`config.mk`:
```
export PLATFORM = sky130hd
export DESIGN_NAME = soml_stbc_encoder_flat
export DESIGN_NICKNAME = d
export VERILOG_FILES = /design/src/rtl/soml_stbc_encoder_if.sv /design/src/rtl/soml_stbc_encoder.sv /design/src/flat_wrapper.sv
export SDC_FILE = /design/constraint.sdc
export NUM_CORES = 1
export LEC_CHECK = 0
export CAP_MARGIN = 10
export CORE_MARGIN = 2
export CORE_UTILIZATION = 50
export DETAILED_ROUTE_END_ITERATION = 8
export GPL_TIMING_DRIVEN = 1
export MAX_ROUTING_LAYER = met4
export PLACE_DENSITY = 0.81
export SETUP_SLACK_MARGIN = 0.2
export SLEW_MARGIN = 20
export SYNTH_ARGS = -nofsm -noshare
export SYNTH_HDL_FRONTEND = slang
export SYNTH_SLANG_ARGS = --single-unit
```
`constraint.sdc`:
```
create_clock -name clk -period 2.7 [get_ports clk]
set_input_delay 0.54 -clock clk [delete_from_list [all_inputs] [get_ports clk]]
set_output_delay 0.54 -clock clk [all_outputs]
set_load 0.05 [all_outputs]
```
`src/rtl/soml_stbc_encoder_if.sv`:
```
// SOML STBC encoder word/sample handshake bundle.
// master drives words and accepts samples; slave is the encoder side.
interface soml_stbc_encoder_if #(
  parameter int N = 32
);
  logic                in_valid;
  logic                in_ready;
  logic [11:0]         signal_in_12bit;
  logic                out_valid;
  logic                out_ready;
  logic signed [N-1:0] X_out_r;
  logic signed [N-1:0] X_out_i;
  logic                out_slot;
  logic [1:0]          out_ant;
  logic                out_last;

  modport master (
    output in_valid, signal_in_12bit, out_ready,
    input  in_ready, out_valid, X_out_r, X_out_i,
    input  out_slot, out_ant, out_last
  );

  modport slave (
    input  in_valid, signal_in_12bit, out_ready,
    output in_ready, out_valid, X_out_r, X_out_i,
    output out_slot, out_ant, out_last
  );
endinterface

```
`src/rtl/soml_stbc_encoder.sv`:
```
// SOML space-time encoder: 12-bit word -> 4x2 Alamouti codeword, 8 beats.
// SOML_ENC_UNIT_POWER_EN scales levels by round(2^Q/sqrt(10)).
module soml_stbc_encoder #(
  parameter int Q = 22,
  parameter int N = 32
) (
  input  logic                 clk,
  input  logic                 rst,
  soml_stbc_encoder_if.slave   bus,
  output logic                 busy
);

  localparam logic [1:0] IDLE   = 2'd0;
  localparam logic [1:0] LOAD   = 2'd1;
  localparam logic [1:0] STREAM = 2'd2;

`ifdef SOML_ENC_UNIT_POWER_EN
  localparam logic signed [N-1:0] K =
    N'($rtoi((2.0 ** Q) / $sqrt(10.0) + 0.5));
`endif

  logic [1:0]          state;
  logic [2:0]          beat;
  logic [11:0]         word;
  logic signed [N-1:0] bank_r [8];
  logic signed [N-1:0] bank_i [8];

  logic signed [3:0]   s1r, s1i, s2r, s2i;
  logic signed [3:0]   a1, b1, a2, b2;
  logic [1:0]          p0, p1;
  logic signed [3:0]   lv_r [8];
  logic signed [3:0]   lv_i [8];

  function automatic logic signed [3:0] gray(input logic [1:0] p);
    logic signed [3:0] v;
    case (p)
      2'b00:   v = -4'sd3;
      2'b01:   v = -4'sd1;
      2'b11:   v = 4'sd1;
      default: v = 4'sd3;
    endcase
    return v;
  endfunction

  function automatic logic signed [N-1:0] scale(
    input logic signed [3:0] l
  );
    logic signed [N-1:0] ext;
    ext = {{(N-4){l[3]}}, l};
`ifdef SOML_ENC_UNIT_POWER_EN
    return N'(ext * K);
`else
    return ext <<< Q;
`endif
  endfunction

  always_comb begin
    s1r = gray(word[7:6]);
    s1i = gray(word[5:4]);
    s2r = gray(word[3:2]);
    s2i = gray(word[1:0]);
    // j^r rotation by swap/negate only
    case (word[9:8])
      2'd0: begin a1 = s1r;  b1 = s1i;  a2 = s2r;  b2 = s2i;  end
      2'd1: begin a1 = -s1i; b1 = s1r;  a2 = -s2i; b2 = s2r;  end
      2'd2: begin a1 = -s1r; b1 = -s1i; a2 = -s2r; b2 = -s2i; end
      default: begin
        a1 = s1i; b1 = -s1r; a2 = s2i; b2 = -s2r;
      end
    endcase
    case (word[11:10])
      2'b00:   begin p0 = 2'd0; p1 = 2'd1; end
      2'b01:   begin p0 = 2'd2; p1 = 2'd3; end
      2'b10:   begin p0 = 2'd0; p1 = 2'd2; end
      default: begin p0 = 2'd1; p1 = 2'd3; end
    endcase
    for (int b = 0; b < 8; b++) begin
      lv_r[b] = '0;
      lv_i[b] = '0;
      if (b < 4) begin
        if (2'(b) == p0) begin
          lv_r[b] = a1; lv_i[b] = b1;
        end else if (2'(b) == p1) begin
          lv_r[b] = a2; lv_i[b] = b2;
        end
      end else begin
        if (2'(b - 4) == p0) begin
          lv_r[b] = -a2; lv_i[b] = b2;
        end else if (2'(b - 4) == p1) begin
          lv_r[b] = a1;  lv_i[b] = -b1;
        end
      end
    end
  end

  always_ff @(posedge clk or posedge rst) begin
    if (rst) begin
      state <= IDLE;
      beat  <= '0;
      word  <= '0;
      for (int b = 0; b < 8; b++) begin
        bank_r[b] <= '0;
        bank_i[b] <= '0;
      end
    end else begin
      case (state)
        IDLE: begin
          if (bus.in_valid) begin
            word  <= bus.signal_in_12bit;
            state <= LOAD;
          end
        end
        LOAD: begin
          for (int b = 0; b < 8; b++) begin
            bank_r[b] <= scale(lv_r[b]);
            bank_i[b] <= scale(lv_i[b]);
          end
          beat  <= '0;
          state <= STREAM;
        end
        STREAM: begin
          if (bus.out_ready) begin
            beat <= beat + 3'd1;
            if (beat == 3'd7) state <= IDLE;
          end
        end
        default: state <= IDLE;
      endcase
    end
  end

  always_comb begin
    bus.in_ready  = (state == IDLE);
    bus.out_valid = (state == STREAM);
    busy          = (state != IDLE);
    bus.X_out_r   = '0;
    bus.X_out_i   = '0;
    bus.out_slot  = 1'b0;
    bus.out_ant   = 2'd0;
    bus.out_last  = 1'b0;
    if (state == STREAM) begin
      bus.X_out_r  = bank_r[beat];
      bus.X_out_i  = bank_i[beat];
      bus.out_slot = beat[2];
      bus.out_ant  = beat[1:0];
      bus.out_last = (beat == 3'd7);
    end
  end

endmodule

```
`src/flat_wrapper.sv`:
```
// flat-port wrapper written by rule: the top's interface ports become plain ports
module soml_stbc_encoder_flat 
#(
  parameter int Q = 22,
  parameter int N = 32
)
  (clk, rst, busy, bus_in_valid, bus_signal_in_12bit, bus_out_ready, bus_in_ready, bus_out_valid, bus_X_out_r, bus_X_out_i, bus_out_slot, bus_out_ant, bus_out_last);
  soml_stbc_encoder_if #(.N(N)) bus_i ();
  input  logic clk;
  input  logic rst;
  output logic busy;
  input wire logic [$bits(bus_i.in_valid)-1:0] bus_in_valid;
  input wire logic [$bits(bus_i.signal_in_12bit)-1:0] bus_signal_in_12bit;
  input wire logic [$bits(bus_i.out_ready)-1:0] bus_out_ready;
  output wire logic [$bits(bus_i.in_ready)-1:0] bus_in_ready;
  output wire logic [$bits(bus_i.out_valid)-1:0] bus_out_valid;
  output wire logic [$bits(bus_i.X_out_r)-1:0] bus_X_out_r;
  output wire logic [$bits(bus_i.X_out_i)-1:0] bus_X_out_i;
  output wire logic [$bits(bus_i.out_slot)-1:0] bus_out_slot;
  output wire logic [$bits(bus_i.out_ant)-1:0] bus_out_ant;
  output wire logic [$bits(bus_i.out_last)-1:0] bus_out_last;
  assign bus_i.in_valid = bus_in_valid;
  assign bus_i.signal_in_12bit = bus_signal_in_12bit;
  assign bus_i.out_ready = bus_out_ready;
  assign bus_in_ready = bus_i.in_ready;
  assign bus_out_valid = bus_i.out_valid;
  assign bus_X_out_r = bus_i.X_out_r;
  assign bus_X_out_i = bus_i.X_out_i;
  assign bus_out_slot = bus_i.out_slot;
  assign bus_out_ant = bus_i.out_ant;
  assign bus_out_last = bus_i.out_last;
  soml_stbc_encoder #(.Q(Q), .N(N)) u_core (.clk(clk), .rst(rst), .bus(bus_i), .busy(busy));
endmodule
```
==> results.toml, run 1 <==
[critical_path]
cp_cell_sequence = "buf_12 -> mux4_2 -> mux2i_2 -> nor2_2 -> buf_4"
arrival_ns = 1.89
critPathLaunchType = "flip-flop"
critPathMaxFanout = 12
cp_top_family = "multiplexers"
slowest_stage = "mux4_2"
end_kind = "output port"
crit_buf_inv = 2
slowest_delay_ns = 0.53
required_ns = 2.16
critical_path_class = "reg -> out"

[synthesis]
synth_seq_cells = 53
ys.flop_type = "dfrtp_1"
synth_cells = 362
yosys_warnings = 0
synth_edf_count = 0
ys_types = 45
seq_area_frac_synth_pct = 37.3
synthArstFlopShare_pct = 100
yosysTopAreaCellShare_pct = 37.3
synthMostInstantiatedCell = "buf_4"
synthTopCellsByCount = "buf_4, nand2_1, dfrtp_1"
synthTopCellsByArea = "dfrtp_1, buf_4, nand2_1, mux4_2, ha_1"
avgSynthCellArea_sq_um = 9.82
netlist.top_cell.by_area = "dfrtp_1"
synth_area_sq_um = 3560

[grt]
grt_pass1_wl_um = 11800
grt_max_degree = 54
grt_pass1_vias = 2310
antenna_found_initial = 0
overflow = 0
grtUsageTotal_pct = 20.0

[placed_design]
gp_congestion = 0.879
dp_hpwl_um = 5310
preCtsSetupSlack_ns = 0.389
port_buffers = 42
place_inst = 473

[power_and_ir_drop]
power.leakage_uw = 0.00176
powerDensity_nw_per_um2 = 1410
ir_drop_uv = 925

[clock_tree]
htree_levels = 2
path_clk_slew_ns = 0.09
cts_buffer_depth = 2
root_buffer = "clkbuf_8"
cts_tree = "done"
insertion_delay_ns = 0.30
cts_made_buffers = 5
numClockSinks = 53

[sta]
setup_tns_ns = 0
rsz0062_at_grt = "true"
setup_viol = 0
hold_viol_final = 0
max_slew_margin_pct = 40.7
setup_slack_ns = 0.270
max_freq_mhz = 412
skew_ns = 0.00363
finalCritPeriodShare_pct = 90.0
post-route-min-period_ns = 2.43
tightestPinTransition_ns = 0.889
final-max-slew-violation-count = 0

[route]
drtAntennaViolNets = 0
drt-total-wl_um = 7020
firstDrtPassIters = 4
vias_per_cell = 5.30
vias = 2566
wire_per_inst_um = 14.5
initialDrtViolationCount = 219
post-route-drc-count = 0

[flow_run]
cap_violations = 0

[die]
design.die.area_sq_um = 7800
start_util_pct = 52.1
die_w_um = 88.3
io_pins = 87
rows = 30
core_sq_um = 6830
die_h_um = 88.3

[cells_and_area]
drive_above_1_share_pct = 18.0
n_fill_cell = 594
syn_to_final_growth_pct = 8.87
utilization_pct = 56.7
layout.nets = 417
final_cells = 484
diodes = 0

[status]
status = "completed"

[hold_path]
min_path_type = "reg -> reg"
power by group:
group	total [uW]	leakage [uW]	switching, uW	internal [uW]
clock network	489	0.0000542	256	232
logic	3480	0.00103	2180	1300
registers	1470	0.000678	342	1130
total	5440	0.00176	2780	2670
sequential cells by signal, summed over array words and instances, names as in the netlist:
signal,count
u_core.bank_i,16
u_core.bank_r,20
u_core.beat,3
u_core.state,2
u_core.word,12
per-layer routing:
metal	wire, um	vias to the layer above	track usage, %
met3	474	7	3.08
met4	69	0	5.10
met5	0	-	-
met1	3030	1264	27.2
met2	3450	96	31.9
li1	-	1199	-
metrics by stage:
step / hold slack [ns] / power (uW) / cell area [sq um]
final: 0.497 / 5440 / 3870
after global routing: 0.523 / 5820 / 3870
after CTS: 0.501 / 5370 / 3820
after detailed placement: 0.479 / 4890 / 3720
after global placement: 0.460 / 4760 / 3720
after floorplan: 0.440 / 4300 / 3720
tightest hold or removal path: stages (launching register included):
cell	delay, ns
dfrtp_1	0.35
nand2_1	0.05
o221ai_1	0.06
layout make-up:
| cell class | instances | area [sq um] | area share (%) |
|---|---|---|---|
| Clock buffer | 7 | 96.3 | 2.49 |
| Clock inverter | 1 | 5.00 | 0.129 |
| Inverter | 15 | 56.3 | 1.45 |
| Multi-Input combinational cell | 262 | 1810 | 46.7 |
| Sequential cell | 53 | 1330 | 34.3 |
| Tap cell | 96 | 120 | 3.10 |
| Timing Repair Buffer | 50 | 459 | 11.9 |
logic make-up (layout without fill, tap and decap cells):
family / count (synthesis) / in the layout / share of synthesized area (%)
compound gates: 64 / 64 / 12.9
buf+inv: 90 / 73 / 16.7
flops: 53 / 53 / 37.3
simple gates: 109 / 109 / 14.4
fa+ha+maj: 14 / 14 / 4.93
mux: 21 / 21 / 10.3
other cells: 1 / 44 / 0.105
xor+xnor: 10 / 10 / 3.31
path summary, 6_finish.rpt:
check / startpoint / endpoint / slack (ns) / cells after the start
worst max-delay path: u_core.beat[0]$_DFFE_PP0P_ / bus_X_out_r[29] / 0.27 / 5
worst min-delay path: u_core.bank_i[152]$_DFFE_PP0P_ / u_core.bank_i[152]$_DFFE_PP0P_ / 0.50 / 2
worst max register to register: u_core.word[8]$_DFFE_PP0P_ / u_core.bank_i[121]$_DFFE_PP0P_ / 0.72 / 4
worst min register to register: u_core.bank_i[152]$_DFFE_PP0P_ / u_core.bank_i[152]$_DFFE_PP0P_ / 0.50 / 2
max in group asynchronous: rst / u_core.bank_i[247]$_DFFE_PP0P_ / 1.53 / 3
min in group asynchronous: rst / u_core.word[7]$_DFFE_PP0P_ / 0.72 / 3
placed cells by master, fill, tap and decap left out, types with 3 or more instances in the layout:
cell type	n
and2_1	9
mux4_2	9
mux2i_2	3
xnor2_2	3
clkbuf_8	7
conb_1	44
nor3_2	4
o21ai_1	14
nor2b_1	4
xor2_1	4
o211ai_1	13
nand2_1	55
mux2i_4	3
nor2_1	19
inv_1	13
a221o_1	6
ha_1	14
nand3_1	7
mux2i_1	3
nor3b_1	3
o221ai_1	13
dfrtp_1	53
clkdlybuf4s50_1	16
buf_4	26
o21ai_0	8
timing repair:
item	4_1_cts	5_1_grt
gates resized for setup	4	9
hold buffers	0	0
buffers inserted	0	3
setup endpoints to repair	11	19
Note: power is estimated with default switching activity, not from simulation.
==> run 2: changes to the inputs <==
Settings changed: SKIP_CTS_REPAIR_TIMING set to 1.
==> results.toml, run 2 (synthesized netlist as in run 1, its figures left out) <==
[critical_path]
critPathLaunchType = "flip-flop"
critPathMaxFanout = 12
required_ns = 2.16
arrival_ns = 1.87
r2r-end = "u_core.bank_i[121]$_DFFE_PP0P_"
critical_path_class = "reg -> out"
end_kind = "output port"
slowest_stage = "mux4_2"
ff2ff_setup_slack_ns = 0.72
cp_cell_sequence = "buf_12 -> mux4_2 -> mux2i_4 -> nor2_4 -> buf_4"
r2r-start = "u_core.word[8]$_DFFE_PP0P_"
slowest_delay_ns = 0.55
rr_worst_depth = 4

[power_and_ir_drop]
powerDensity_nw_per_um2 = 1410
power.leakage_uw = 0.00181
p_total_uw = 5480
ir_drop_uv = 930

[cells_and_area]
syn_to_final_growth_pct = 9.61
final_common_cell = "nand2_1"
drive_above_1_share_pct = 18.0
layout.nets = 417
final_cell_mix = "nand2_1, dfrtp_1, conb_1"
utilization_pct = 57.1
diodes = 0
top_register = "u_core.bank_r"
top_regs = "u_core.bank_r (20), u_core.bank_i (16), u_core.word (12)"
largest_reg_flops = 20
design_area_sq_um = 3900
n_fill_cell = 588

[hold_path]
min_path_type = "reg -> reg"
hold_depth = 2
hp-start = "u_core.bank_i[152]$_DFFE_PP0P_"
whs_endpoint = "u_core.bank_i[152]$_DFFE_PP0P_"

[placed_design]
postPlaceCellArea_sq_um = 3720
gp_congestion = 0.879
dp_hpwl_um = 5310
preCtsSetupSlack_ns = 0.389
port_buffers = 42

[clock_tree]
insertion_delay_ns = 0.30
cts_made_buffers = 5
cts_buffer_depth = 2
root_buffer = "clkbuf_8"
numClockSinks = 53
cts_tree = "done"
htree_levels = 2
path_clk_slew_ns = 0.09

[sta]
post-route-min-period_ns = 2.41
rsz0062_at_grt = "false"
setup_tns_ns = 0
max_freq_mhz = 415
tightestPinTransition_ns = 0.895
max_slew_margin_pct = 40.3
skew_ns = 0.00389
final-max-slew-violation-count = 0
hold_viol_final = 0
setup_viol = 0
finalCritPeriodShare_pct = 89.3
setup_slack_ns = 0.290

[grt]
overflow = 0
grtUsageTotal_pct = 20.0
grt_pass1_wl_um = 11800
grt_pass1_vias = 2293
antenna_found_initial = 0
grt_max_degree = 54

[die]
core_sq_um = 6830
design.die.area_sq_um = 7800
rows = 30
io_pins = 87
die_w_um = 88.3
die_h_um = 88.3
start_util_pct = 52.1

[route]
drtAntennaViolNets = 0
firstDrtPassIters = 6
vias_per_cell = 5.30
drt-total-wl_um = 7000
post-route-drc-count = 0
wire_per_inst_um = 14.5
vias = 2566
initialDrtViolationCount = 205

[status]
status = "completed"

[flow_run]
cap_violations = 0
[run 2: cell types whose count changed in the layout (fill, tap and decap cells not counted)]
cell             delta
dlygate4sd2_1       -1
clkdlybuf4s15_1     -2
dlymetal6s2s_1      +3
nor2_4              +1
mux2i_2             -1
buf_4               -1
nor2_2              -1
mux2i_4             +1
buf_6               +1
[run 2: how the worst max path moves through the flow]
stage,startpoint,endpoint,cells past startpoint
3_5_place_dp,u_core.state[0]$_DFFE_PP0P_,bus_out_ant[1],5
3_3_place_gp,u_core.state[1]$_DFFE_PP0P_,bus_out_slot,4
5_1_grt,u_core.beat[0]$_DFFE_PP0P_,bus_X_out_i[27],5
6_report,u_core.beat[0]$_DFFE_PP0P_,bus_X_out_r[29],5
2_1_floorplan,u_core.beat[0]$_DFFE_PP0P_,bus_X_out_r[25],5
4_1_cts,u_core.state[1]$_DFFE_PP0P_,bus_out_ant[1],4
[run 2: worst max-delay path: cells and delay by family (launching register included)]
kind	cells	cell delay, ns
muxes	2	0.73
DFF	1	0.39
and+or+nand+nor	1	0.08
buffers and inverters	2	0.36
[run 2: cell type report]
cell class              count  area (sq um)  area share (%)
clock buffers               7          96.3            2.47
multi-input cells         262          1820            46.7
repair buffers             50           472            12.1
well taps                  96           120            3.08
flip-flops and latches     53          1330            34.0
clock inverters             1          5.00           0.128
inverters                  15          56.3            1.44
[run 2: stage by stage]
| stage | hold slack [ns] | instances |
|---|---|---|
| final | 0.502 | 484 |
| after detailed placement | 0.479 | 473 |
| after floorplan | 0.440 | 405 |
| after global routing | 0.523 | 484 |
| after CTS | 0.501 | 481 |
| after global placement | 0.460 | 473 |
[run 2: power breakdown]
| part | internal (uW) | switching, uW | total (uW) | leakage [uW] |
|---|---|---|---|---|
| clock network | 232 | 255 | 488 | 0.0000542 |
| logic | 1330 | 2190 | 3520 | 0.00108 |
| registers | 1130 | 344 | 1470 | 0.000678 |
[run 2: layer usage]
metal  vias up  track usage, %  part of all wire [%]
li1       1199               -                     -
met1      1259            27.2                    43
met2       103            32.1                    50
met3         5            3.08                   6.7
met4         0            4.55                  0.69
met5         -               -                     0
==> run 3: changes to the inputs <==
Settings changed: CORE_MARGIN 2 to unset.
==> results.toml, run 3 (synthesized netlist as in run 1, its figures left out) <==
[status]
status = "completed"

[route]
initialDrtViolationCount = 228
wire_per_inst_um = 14.7
vias = 2622
vias_per_cell = 5.44
firstDrtPassIters = 5
post-route-drc-count = 0
drtAntennaViolNets = 0
drt-total-wl_um = 7100

[hold_path]
hold_depth = 2
min_path_type = "reg -> reg"

[sta]
max_freq_mhz = 413
max_slew_margin_pct = 41.9
post-route-min-period_ns = 2.42
finalCritPeriodShare_pct = 89.7
hold_viol_final = 0
rsz0062_at_grt = "false"
setup_viol = 0
setup_tns_ns = 0
skew_ns = 0.0129
final-max-slew-violation-count = 0
setup_slack_ns = 0.277
tightestPinTransition_ns = 0.872

[clock_tree]
numClockSinks = 53
root_buffer = "clkbuf_8"
insertion_delay_ns = 0.31
cts_made_buffers = 5
htree_levels = 2
cts_tree = "done"
cts_buffer_depth = 2
path_clk_slew_ns = 0.09

[critical_path]
r2r-end = "u_core.bank_i[121]$_DFFE_PP0P_"
slowest_delay_ns = 0.61
arrival_ns = 1.88
critical_path_class = "reg -> out"
critPathLaunchType = "flip-flop"
crit_buf_inv = 2
slowest_stage = "dfrtp_1"
rr_worst_depth = 4
required_ns = 2.16
end_kind = "output port"
critPathMaxFanout = 8
cp_top_family = "flip-flops"
r2r-start = "u_core.word[8]$_DFFE_PP0P_"
ff2ff_setup_slack_ns = 0.69
crit_cells = 5
cp-startpoint = "u_core.beat[1]$_DFFE_PP0P_"
cp_cell_sequence = "buf_4 -> mux4_2 -> mux2i_1 -> nor2_1 -> buf_4"
cpMostUsedCell = "buf_4"
crit_path_end = "bus_X_out_i[23]"

[cells_and_area]
seqCellArea_sq_um = 1330
diodes = 0
final_common_cell = "nand2_1"
syn_to_final_growth_pct = 8.23
multi_input_area_sq_um = 1800
layout.nets = 415
top_regs = "u_core.bank_r (20), u_core.bank_i (16), u_core.word (12)"
drive_above_1_share_pct = 17.4
largest_reg_flops = 20
final_cell_mix = "nand2_1, dfrtp_1, conb_1"
top_register = "u_core.bank_r"
n_fill_cell = 569

[power_and_ir_drop]
pwr-share-seq_pct = 26.9
ir_drop_uv = 781
switchingPower_uw = 2780
internal_power_uw = 2620
combPwrFrac_pct = 64.4
power.leakage_uw = 0.00179
pwr-share-clk_pct = 8.7
powerDensity_nw_per_um2 = 1400
power.share.switching_pct = 51.5

[grt]
grt_pass1_vias = 2377
grtUsageTotal_pct = 20.6
grt_max_degree = 54
overflow = 0
antenna_found_initial = 0
grt_pass1_wl_um = 11700

[placed_design]
dp_hpwl_um = 5210
gp_congestion = 0.903
preCtsSetupSlack_ns = 0.376
port_buffers = 42

[die]
rows = 30
start_util_pct = 52.1
design.die.area_sq_um = 7450
die_w_um = 86.3
core_sq_um = 6830
io_pins = 87
die_h_um = 86.3

[flow_run]
cap_violations = 0
==> run 3: cell count changes in the layout (fill, tap and decap cells not counted), sizes merged <==
cell	previous run	this run
clkinv	1	2
buf	30	28
clkbuf	7	6
==> run 3: through the flow <==
| stage | cells | hold WS (ns) | power (uW) | cell area [sq um] | util [%] |
|---|---|---|---|---|---|
| 2_1_floorplan | 405 | 0.440 | 4300 | 3720 | - |
| 3_3_place_gp | 474 | 0.459 | 4760 | 3730 | 54.5 |
| 3_5_place_dp | 474 | 0.468 | 4890 | 3730 | 54.5 |
| 4_1_cts | 482 | 0.491 | 5360 | 3820 | 56.0 |
| 5_1_grt | 482 | 0.506 | 5750 | 3850 | 56.3 |
| 6_report | 482 | 0.492 | 5400 | 3850 | 56.3 |
==> run 3: power groups by stage <==
| stage | Combinational, uW | Sequential, uW | Clock (uW) |
|---|---|---|---|
| final | 3480 | 1460 | 471 |
| after global routing | 3730 | 1500 | 513 |
| after CTS | 3430 | 1450 | 477 |
| after detailed placement | 3420 | 1460 | 0 |
| after global placement | 3330 | 1430 | 0 |
| after floorplan | 3030 | 1270 | 0 |
==> run 3: worst min path at each step <==
stage          slack, ns                              to                            from
6_report            0.49  u_core.bank_i[152]$_DFFE_PP0P_  u_core.bank_i[152]$_DFFE_PP0P_
5_1_grt             0.51  u_core.bank_r[182]$_DFFE_PP0P_  u_core.bank_r[182]$_DFFE_PP0P_
4_1_cts             0.49  u_core.bank_r[182]$_DFFE_PP0P_  u_core.bank_r[182]$_DFFE_PP0P_
3_5_place_dp        0.47  u_core.bank_r[182]$_DFFE_PP0P_  u_core.bank_r[182]$_DFFE_PP0P_
3_3_place_gp        0.46  u_core.bank_r[182]$_DFFE_PP0P_  u_core.bank_r[182]$_DFFE_PP0P_
2_1_floorplan       0.44  u_core.bank_r[182]$_DFFE_PP0P_  u_core.bank_r[182]$_DFFE_PP0P_
==> run 3: layer usage <==
| layer | wire [um] | share of wire, % | up-vias | track usage, % |
|---|---|---|---|---|
| li1 | - | - | 1189 | - |
| met1 | 2960 | 42 | 1258 | 26.4 |
| met2 | 3430 | 48 | 162 | 34.1 |
| met3 | 568 | 8.0 | 13 | 3.71 |
| met4 | 127 | 1.8 | 0 | 5.45 |
| met5 | 0 | 0 | - | - |
==> run 3: cell type report <==
cell class / count / share of cell area (%)
Clock inverter: 2 / 0.358
Multi-Input combinational cell: 262 / 46.9
Sequential cell: 53 / 34.5
Tap cell: 96 / 3.12
Clock buffer: 6 / 2.15
Inverter: 15 / 1.46
Timing Repair Buffer: 48 / 11.6
==> run 3: worst reg2reg max path, stage by stage (launching register included) <==
cell	delay, ns
dfrtp_1	0.82
nor3b_1	0.41
nor3_2	0.14
nor2_1	0.33
o221ai_1	0.18
